File: src/rtl/mips_bp_pkg.sv
// Shared encodings and counter constants for the branch target predictor.
// The counter constants are written for the 2-bit case; wider counters scale them.
package mips_bp_pkg;

    localparam logic [1:0] KIND_NONE = 2'b00;
    localparam logic [1:0] KIND_BR   = 2'b01;
    localparam logic [1:0] KIND_J    = 2'b10;
    localparam logic [1:0] KIND_JR   = 2'b11;

    // Weak not-taken at reset; counters at or above the threshold predict taken.
    localparam logic [1:0] CNT_RESET        = 2'b01;
    localparam logic [1:0] CNT_TAKEN_THRESH = 2'b10;

endpackage

File: src/rtl/branch_target_calc.sv
// Combinational resolved-target calculation for BR, J and JR.
// Arithmetic wraps modulo 2^ADDR_W.
module branch_target_calc
    import mips_bp_pkg::*;
#(
    parameter int unsigned ADDR_W = 32
) (
    input  logic [1:0]        r_kind,
    input  logic [ADDR_W-1:0] pc4,
    input  logic [31:0]       r_imm,
    input  logic [25:0]       r_index,
    input  logic [ADDR_W-1:0] r_reg,
    output logic [ADDR_W-1:0] target
);

    logic [ADDR_W-1:0] imm_ext;

    always_comb begin
        imm_ext = ADDR_W'($signed(r_imm));
        case (r_kind)
            KIND_BR: target = pc4 + (imm_ext << 2);
            KIND_J:  target = {pc4[ADDR_W-1:28], r_index, 2'b00};
            KIND_JR: target = r_reg;
            default: target = pc4;
        endcase
    end

endmodule

File: src/rtl/branch_target_predictor.sv
// Direct-mapped BTB with 2-bit direction counters: registered IF lookup and
// registered EX resolve/mispredict, training the BTB on the resolve edge.
module branch_target_predictor
    import mips_bp_pkg::*;
#(
    parameter int unsigned ADDR_W  = 32,
    parameter int unsigned ENTRIES = 16,
    parameter int unsigned CNT_W   = 2
) (
    input  logic              clk,
    input  logic              rst_n,
    input  logic              flush,
    input  logic              f_valid,
    input  logic [ADDR_W-1:0] f_pc,
    output logic              p_valid,
    output logic              p_hit,
    output logic              p_taken,
    output logic [ADDR_W-1:0] p_next_pc,
    input  logic              r_valid,
    input  logic [1:0]        r_kind,
    input  logic [ADDR_W-1:0] r_pc,
    input  logic [31:0]       r_imm,
    input  logic [25:0]       r_index,
    input  logic [ADDR_W-1:0] r_reg,
    input  logic              r_cond,
    input  logic              r_pred_taken,
    input  logic [ADDR_W-1:0] r_pred_pc,
    output logic              x_valid,
    output logic              x_mispredict,
    output logic [ADDR_W-1:0] x_redirect_pc
);

    localparam int unsigned IDX_W = $clog2(ENTRIES);
    localparam int unsigned TAG_W = ADDR_W - IDX_W - 2;

    localparam logic [CNT_W-1:0] CNT_TAKEN = CNT_W'(CNT_TAKEN_THRESH) << (CNT_W - 2);
    localparam logic [CNT_W-1:0] CNT_RST   = (CNT_W'(CNT_RESET) << (CNT_W - 2)) |
                                             ((CNT_W'(1) << (CNT_W - 2)) - CNT_W'(1));
    localparam logic [CNT_W-1:0] CNT_MAX   = '1;

    logic [ENTRIES-1:0] valid_q, valid_d;
    logic [TAG_W-1:0]   tag_q [ENTRIES];
    logic [TAG_W-1:0]   tag_d [ENTRIES];
    logic [ADDR_W-1:0]  tgt_q [ENTRIES];
    logic [ADDR_W-1:0]  tgt_d [ENTRIES];
    logic [CNT_W-1:0]   cnt_q [ENTRIES];
    logic [CNT_W-1:0]   cnt_d [ENTRIES];

    logic              p_valid_q, p_valid_d, p_hit_q, p_hit_d, p_taken_q, p_taken_d;
    logic [ADDR_W-1:0] p_next_pc_q, p_next_pc_d;
    logic              x_valid_q, x_valid_d, x_mispredict_q, x_mispredict_d;
    logic [ADDR_W-1:0] x_redirect_pc_q, x_redirect_pc_d;

    logic [IDX_W-1:0]  f_idx, r_idx;
    logic [TAG_W-1:0]  f_tag, r_tag;
    logic              f_hit, f_taken, r_hit, r_taken;
    logic [ADDR_W-1:0] f_pc4, r_pc4, r_target;

    branch_target_calc #(
        .ADDR_W (ADDR_W)
    ) u_calc (
        .r_kind  (r_kind),
        .pc4     (r_pc4),
        .r_imm   (r_imm),
        .r_index (r_index),
        .r_reg   (r_reg),
        .target  (r_target)
    );

    // Lookup reads the registered arrays, so a same-edge train is not visible yet.
    always_comb begin
        f_idx   = f_pc[IDX_W+1:2];
        f_tag   = f_pc[ADDR_W-1:IDX_W+2];
        f_pc4   = f_pc + ADDR_W'(4);
        f_hit   = valid_q[f_idx] && (tag_q[f_idx] == f_tag);
        f_taken = f_hit && (cnt_q[f_idx] >= CNT_TAKEN);

        p_valid_d   = f_valid && !flush;
        p_hit_d     = p_valid_d && f_hit;
        p_taken_d   = p_valid_d && f_taken;
        p_next_pc_d = !p_valid_d ? '0 : (f_taken ? tgt_q[f_idx] : f_pc4);
    end

    always_comb begin
        r_idx = r_pc[IDX_W+1:2];
        r_tag = r_pc[ADDR_W-1:IDX_W+2];
        r_pc4 = r_pc + ADDR_W'(4);
        r_hit = valid_q[r_idx] && (tag_q[r_idx] == r_tag);
        case (r_kind)
            KIND_BR: r_taken = r_cond;
            KIND_J:  r_taken = 1'b1;
            KIND_JR: r_taken = 1'b1;
            default: r_taken = 1'b0;
        endcase

        x_valid_d       = r_valid;
        x_mispredict_d  = r_valid && ((r_taken != r_pred_taken) ||
                                      (r_taken && (r_target != r_pred_pc)));
        x_redirect_pc_d = !r_valid ? '0 : (r_taken ? r_target : r_pc4);

        valid_d = valid_q;
        tag_d   = tag_q;
        tgt_d   = tgt_q;
        cnt_d   = cnt_q;
        if (r_valid && (r_kind != KIND_NONE)) begin
            if (r_hit) begin
                if (r_taken) begin
                    tgt_d[r_idx] = r_target;
                    if (cnt_q[r_idx] != CNT_MAX) cnt_d[r_idx] = cnt_q[r_idx] + CNT_W'(1);
                end else if (cnt_q[r_idx] != '0) begin
                    cnt_d[r_idx] = cnt_q[r_idx] - CNT_W'(1);
                end
            end else if (r_taken) begin
                valid_d[r_idx] = 1'b1;
                tag_d[r_idx]   = r_tag;
                tgt_d[r_idx]   = r_target;
                cnt_d[r_idx]   = (r_kind == KIND_BR) ? CNT_TAKEN : CNT_MAX;
            end
        end
    end

    always_ff @(posedge clk or negedge rst_n) begin
        if (!rst_n) begin
            valid_q <= '0;
            for (int i = 0; i < int'(ENTRIES); i++) begin
                tag_q[i] <= '0;
                tgt_q[i] <= '0;
                cnt_q[i] <= CNT_RST;
            end
            p_valid_q       <= 1'b0;
            p_hit_q         <= 1'b0;
            p_taken_q       <= 1'b0;
            p_next_pc_q     <= '0;
            x_valid_q       <= 1'b0;
            x_mispredict_q  <= 1'b0;
            x_redirect_pc_q <= '0;
        end else begin
            valid_q         <= valid_d;
            tag_q           <= tag_d;
            tgt_q           <= tgt_d;
            cnt_q           <= cnt_d;
            p_valid_q       <= p_valid_d;
            p_hit_q         <= p_hit_d;
            p_taken_q       <= p_taken_d;
            p_next_pc_q     <= p_next_pc_d;
            x_valid_q       <= x_valid_d;
            x_mispredict_q  <= x_mispredict_d;
            x_redirect_pc_q <= x_redirect_pc_d;
        end
    end

    assign p_valid       = p_valid_q;
    assign p_hit         = p_hit_q;
    assign p_taken       = p_taken_q;
    assign p_next_pc     = p_next_pc_q;
    assign x_valid       = x_valid_q;
    assign x_mispredict  = x_mispredict_q;
    assign x_redirect_pc = x_redirect_pc_q;

endmodule

File: config.mk
export PLATFORM = sky130hd
export DESIGN_NAME = branch_target_predictor
export DESIGN_NICKNAME = d
export VERILOG_FILES = /design/src/rtl/mips_bp_pkg.sv /design/src/rtl/branch_target_calc.sv /design/src/rtl/branch_target_predictor.sv
export SDC_FILE = /design/constraint.sdc
export NUM_CORES = 2
export LEC_CHECK = 0
export ABC_CLOCK_PERIOD_IN_PS = 9950
export CORE_MARGIN = 4
export CORE_UTILIZATION = 45
export DETAILED_ROUTE_END_ITERATION = 10
export MAX_ROUTING_LAYER = met4
export PLACE_DENSITY = 0.73
export SKIP_LAST_GASP = 1
export SYNTH_ARGS = -nofsm -noshare
export SYNTH_HDL_FRONTEND = slang
export SYNTH_SLANG_ARGS = --single-unit
File: constraint.sdc
create_clock -name clk -period 9.95 [get_ports clk]
set_input_delay 0.995 -clock clk [delete_from_list [all_inputs] [get_ports clk]]
set_output_delay 0.995 -clock clk [all_outputs]
set_load 0.02 [all_outputs]
After elaboration in Yosys (flattened, before gate mapping)
Cells that the tools add are included.
{ "op_classes": {"multipliers": 0, "n_shift": 0, "n_eq_ne": 9, "n_div": 0, "addsub": 5, "muxes": 44, "n_lt_le_gt_ge": 7, "reduce_logical": 21, "n_bitwise": 4} }
{ "op_table": {"columns": ["op", "count"], "rows": [
  ["$bwmux W512", 1],
  ["$bwmux W416", 1],
  ["$mux W32", 12],
  ["$bmux W26 S4", 2],
  ["$mux W26", 5],
  ["$bmux W32 S4", 1],
  ["$demux W32 S4", 1],
  ["$demux W26 S4", 1],
  ["$bwmux W32", 3],
  ["$pmux W32 S3", 1],
  ["$add A32 B3 Y32 const B", 2],
  ["$eq A26 B26 Y1", 2],
  ["$add A32 B32 Y32", 1],
  ["$ne A32 B32 Y1", 1],
  ["$bmux W2 S4", 2],
  ["$or A16 B16 Y16", 1],
  ["$logic_and A1 B1 Y1", 11],
  ["$ge A5 B5 Y1 const B", 2],
  ["$lt A4 B5 Y1 const B", 2],
  ["$mux W2", 5],
  ["$not A4 Y5", 2],
  ["$bmux W1 S4", 2],
  ["$demux W2 S4", 1],
  ["$reduce_bool A2 Y1", 4],
  ["20 further kinds", 24]
]} }
{ "totals": {"memories": 0, "latchBits": 0, "elab_cells": 146, "rom_bits": 0, "ramBits": 0, "register_bits": 1045, "output_inout_bits": 69} }

Logic depth before layout (Yosys ltp)
{ "depth": {"word_depth": 9, "depth_mapped": 23, "mapped_depth_nobuf": 18} }

Cells and area by module
A second synthesis with hierarchy kept.
{ "hier_totals": {"hier_cells": 3894, "hier_area_um2": 55688.4} }
{ "by_module_without_submodules": {"columns": ["module", "area_per_inst_um2", "n_inst", "seq_area_each_um2", "cells_each"], "rows": [
  ["branch_target_predictor", 53312.4, 1, 26170.1, 3618],
  ["branch_target_calc", 2376.0, 1, 0.0, 276]
]} }

Worst setup path before layout
Ideal clock, no wire load.
{ "synth_timing": {"path_type": "input to register", "from": "in r_pc[3]", "to": "reg x_mispredict_q, in the netlist x_mispredict", "arrival_ns": 5.838, "path_buffers": 6, "required_ns": 9.822, "slack_ns": 3.984, "stages": 20, "path_cell_list": "buf_6 buf_6 buf_4 buf_2 buf_2 buf_1 inv_1 ha_1 ha_1 a211oi_1 o31ai_1 nand4_1 a2111oi_0 nor3_1 o311a_1 or3_1 a221o_1 or4_1 nor4_1 a21oi_1"} }
{ "synth_via": {"elab_chain_len": 7} }
{ "synth_rtl": {"columns": ["element", "line_no", "source"], "rows": [
  ["start: declaration", "branch_target_predictor.sv:21", "input logic [ADDR_W-1:0] r_pc,"],
  ["$add A32 B3 Y32 *", "branch_target_predictor.sv:87", "r_pc4 = r_pc + ADDR_W'(4);"],
  ["$add A32 B32 Y32", "branch_target_calc.sv:21", "KIND_BR: target = pc4 + (imm_ext << 2);"],
  ["$pmux W32 S3 *", "branch_target_calc.sv:20", "case (r_kind)"],
  ["$ne A32 B32 Y1 *", "branch_target_predictor.sv:98", "(r_taken && (r_target != r_pred_pc)));"],
  ["$logic_and A1 B1 Y1 *", "branch_target_predictor.sv:98", null],
  ["$logic_or A1 B1 Y1 *", "branch_target_predictor.sv:97", "x_mispredict_d = r_valid && ((r_taken != r_pred_taken) ||"],
  ["$logic_and A1 B1 Y1 *", "branch_target_predictor.sv:97", null],
  ["via x_mispredict_d", "branch_target_predictor.sv:51", "logic x_valid_q, x_valid_d, x_mispredict_q, x_mispredict_d;"],
  ["end signal: assignment", "branch_target_predictor.sv:147", "x_mispredict_q <= x_mispredict_d;"],
  ["end: declaration", "branch_target_predictor.sv:51", null]
]} }
The timed path passes the listed nets; every way through them passes the cells marked *.
A chain may end at the register's enable or synchronous reset.

Worst setup path after layout
Ends and elaborated chain as after synthesis.

==> qor.yml <==
drt_wl_total_mm: 178
syn2layout_area_growth_pct: 14.3
first_iter_violations: 4212
grt_pass1_vias: 40000
powerDensity_nw_per_um2: 208
port_buffers: 261
preCtsSetupSlack_ns: 1.83
root_buffer: "clkbuf_16"
htreeDepth: 3
synthArstFlopShare_pct: 100
synth_commonest_cells: "dfrtp_1, nand2_1, o21ai_0, mux2_2, mux4_2"
post_cts_buffers: 0
yosysWarnings: 0
fin_ws_ns: 2.35
cts_tree: "yes"
worst_slew_pin_slew_ns: 1.22
start_kind: "input pin"
maxSlewViolCount: 0
crit_chain: "buf_6, ha_1, inv_1, nor4_2, nand3_1, xor2_1, inv_1, ha_1, nand2_1, nor4_1, nand2_1, a2111oi_0, nor3_1, o311a_1, or3_1, a221o_1, or4_1, nor4_1, a21oi_1"
combPwrFrac_pct: 23.0
dr.pass1.iters: 5
fin_crit_ns: 7.60
max_stage_delay_ns: 0.80
gp_congestion: 0.947
dieArea_sq_um: 127000
final_cell_count_no_fill: 6314
drive_gt1_share_pct: 27.0
synth_area_sq_um: 54500
worstPathMaxFanout: 46
grt_use_total_pct: 28.7
min_period_over_period_pct: 76.4
fp.coreArea_sq_um: 120000
vias: 39800
synth.distinct_cells: 80
grt_max_degree: 183
start_util_pct: 45.3
power_frac_seq_pct: 45.0
syn_area_per_cell_sq_um: 12.1
yosysSeqAreaShare_pct: 48.0
status: "complete, no violations"
cts-resized-gates: 0
fmax_mhz: 132
synthTopCellsByArea: "dfrtp_1, mux4_2, mux2_2, nand2_1, o21ai_0"
grt_pass1_wl_mm: 264
path_clk_slew_ns: 0.06
clock-sinks: 1045
timing.rr.start: "tag_q[146]$_DFFE_PN0P_"
ant_nets: 0
routedWlPerCell_um: 28.2
power_frac_clock_pct: 32.0
yosysMostFrequentCell: "dfrtp_1"
dpl.hpwl_mm: 114
relSlewSlack_pct: 18.4
setup_violations: 0
drcViolationCount: 0
syn-num-nets: 4744
ctsHoldBuffers: 0
die_h_um: 356
crit_required_ns: 10.53
insertion_delay_ns: 0.75
place_area_sq_um: 58600
setup-tns-final_ns: 0
rsz0062_at_grt: "false"
synth_seq_cells: 1045
reg2regPathDepth: 11
cts_max_path_buffers: 3
internal-power_w: 0.00912
synth_top_area_share_pct: 47.3
cp.arrival_ns: 8.18
dieWidth_um: 356
std_cell_rows: 127
synth_cells: 4506
hold_class: "input pin to async pin"
max-cap-violations: 0
critPathSlowestCell: "nor4_2"
crit_path_end_kind: "flip-flop"
yosys.area.top_type: "dfrtp_1"
rrSetupSlack_ns: 5.24
reg2reg_to: "cnt_q[27]$_DFFE_PN0P_"
max-vdd-ir-drop_mv: 0.160
total_power_w: 0.0130
boundaryPins: 264
cts_made_buffers: 107
hold_viol_final: 0
grt.overflow.total: 0
swShare_pct: 29.6
synth_edf_count: 0
antenna_found_initial: 12
p_leak_nw: 26.3
skew_ns: 0.0669
synth_ff_type: "dfrtp_1"
nets: 4844
dp_cells: 6109
via_per_inst: 6.31
p_sw_w: 0.00383
crit_type: "input pin to flip-flop"
finish.instance_area_sq_um: 62200
## cell usage in the layout (no fill, tap or decap), drive strengths merged, types with 19 or more instances in the layout
cell type	n
and3	19
mux4	420
nand2	680
ha	42
a21oi	129
nand4	32
buf	132
or2	19
mux2i	66
o21ai	461
inv	41
nor2	204
clkdlybuf4s50	250
dfrtp	1029
o211ai	28
xor2	50
clkbuf	156
clkinv	26
xnor2	94
a211oi	45
mux2	466
nand3	38
nor3	34
## critical path: cells and delay by family
family	cells	cell delay [ns]
and+or+nand+nor	9	3.05
AOI/OAI and AO/OA	4	1.63
adders and majority gates	2	1.22
buffers and inverters	3	0.75
xor gates and xnor gates	1	0.43
## power by group through the flow
stage	sequential, W	combinational (W)	clock [W]
final	0.00583	0.00298	0.00415
after global routing	0.00593	0.00321	0.00435
after CTS	0.00580	0.00296	0.00418
after detailed placement	0.00587	0.00294	0
after global placement	0.00579	0.00285	0
after floorplan	0.00569	0.00206	0
## layout make-up
| class | count | area, sq um |
|---|---|---|
| fill | 10200 | 57900 |
| tap | 1612 | 2020 |
| sequential | 1045 | 26200 |
| clock inverter | 37 | 533 |
| timing repair buffer | 382 | 3570 |
| inverter | 39 | 146 |
| multi-input combinational | 3031 | 26700 |
| clock buffer | 156 | 3090 |
| antenna | 12 | 30.0 |
## routing by layer
layer | vias to the layer above | share of wire (%) | track usage [%]
li1 | 16600 | - | -
met1 | 20700 | 41 | 38.5
met2 | 2091 | 46 | 43.2
met3 | 390 | 10 | 6.82
met4 | 0 | 3.9 | 9.98
met5 | - | 0 | -
## registers in the layout, summed over array words and instances (netlist names)
name	cells
tgt_q	512
p_valid	1
x_mispredict	1
p_next_pc	32
cnt_q	32
valid_q	16
x_redirect_pc	32
x_valid	1
p_hit	1
tag_q	416
p_taken	1
## cell families after synthesis
kind of cell    share of synthesized area (%)
compound gates                           8.45
xor+xnor                                 2.32
buf+inv                                  3.31
fa+ha+maj                                1.00
flops                                    48.0
simple gates                             8.66
mux                                      28.2
## metrics by stage
stage / util (%) / hold WS, ns
final: 51.8 / 0.201
after global routing: 51.8 / 0.227
after CTS: 51.8 / 0.188
after detailed placement: 48.8 / 0.457
after global placement: 48.8 / 0.456
after floorplan: - / 0.440
## how the worst max path moves through the flow
stage	from	endpoint	slack, ns	cells past startpoint
after floorplan	r_pc[3]	x_mispredict$_DFF_PN0_	3.98	20
after global placement	r_pc[3]	x_mispredict$_DFF_PN0_	1.89	19
after detailed placement	r_pc[3]	x_mispredict$_DFF_PN0_	1.83	19
after CTS	r_pc[3]	x_mispredict$_DFF_PN0_	2.54	19
after global routing	r_pc[3]	x_mispredict$_DFF_PN0_	1.93	19
final	r_pc[3]	x_mispredict$_DFF_PN0_	2.35	19
No activity file was read; power rests on OpenSTA's default activity.
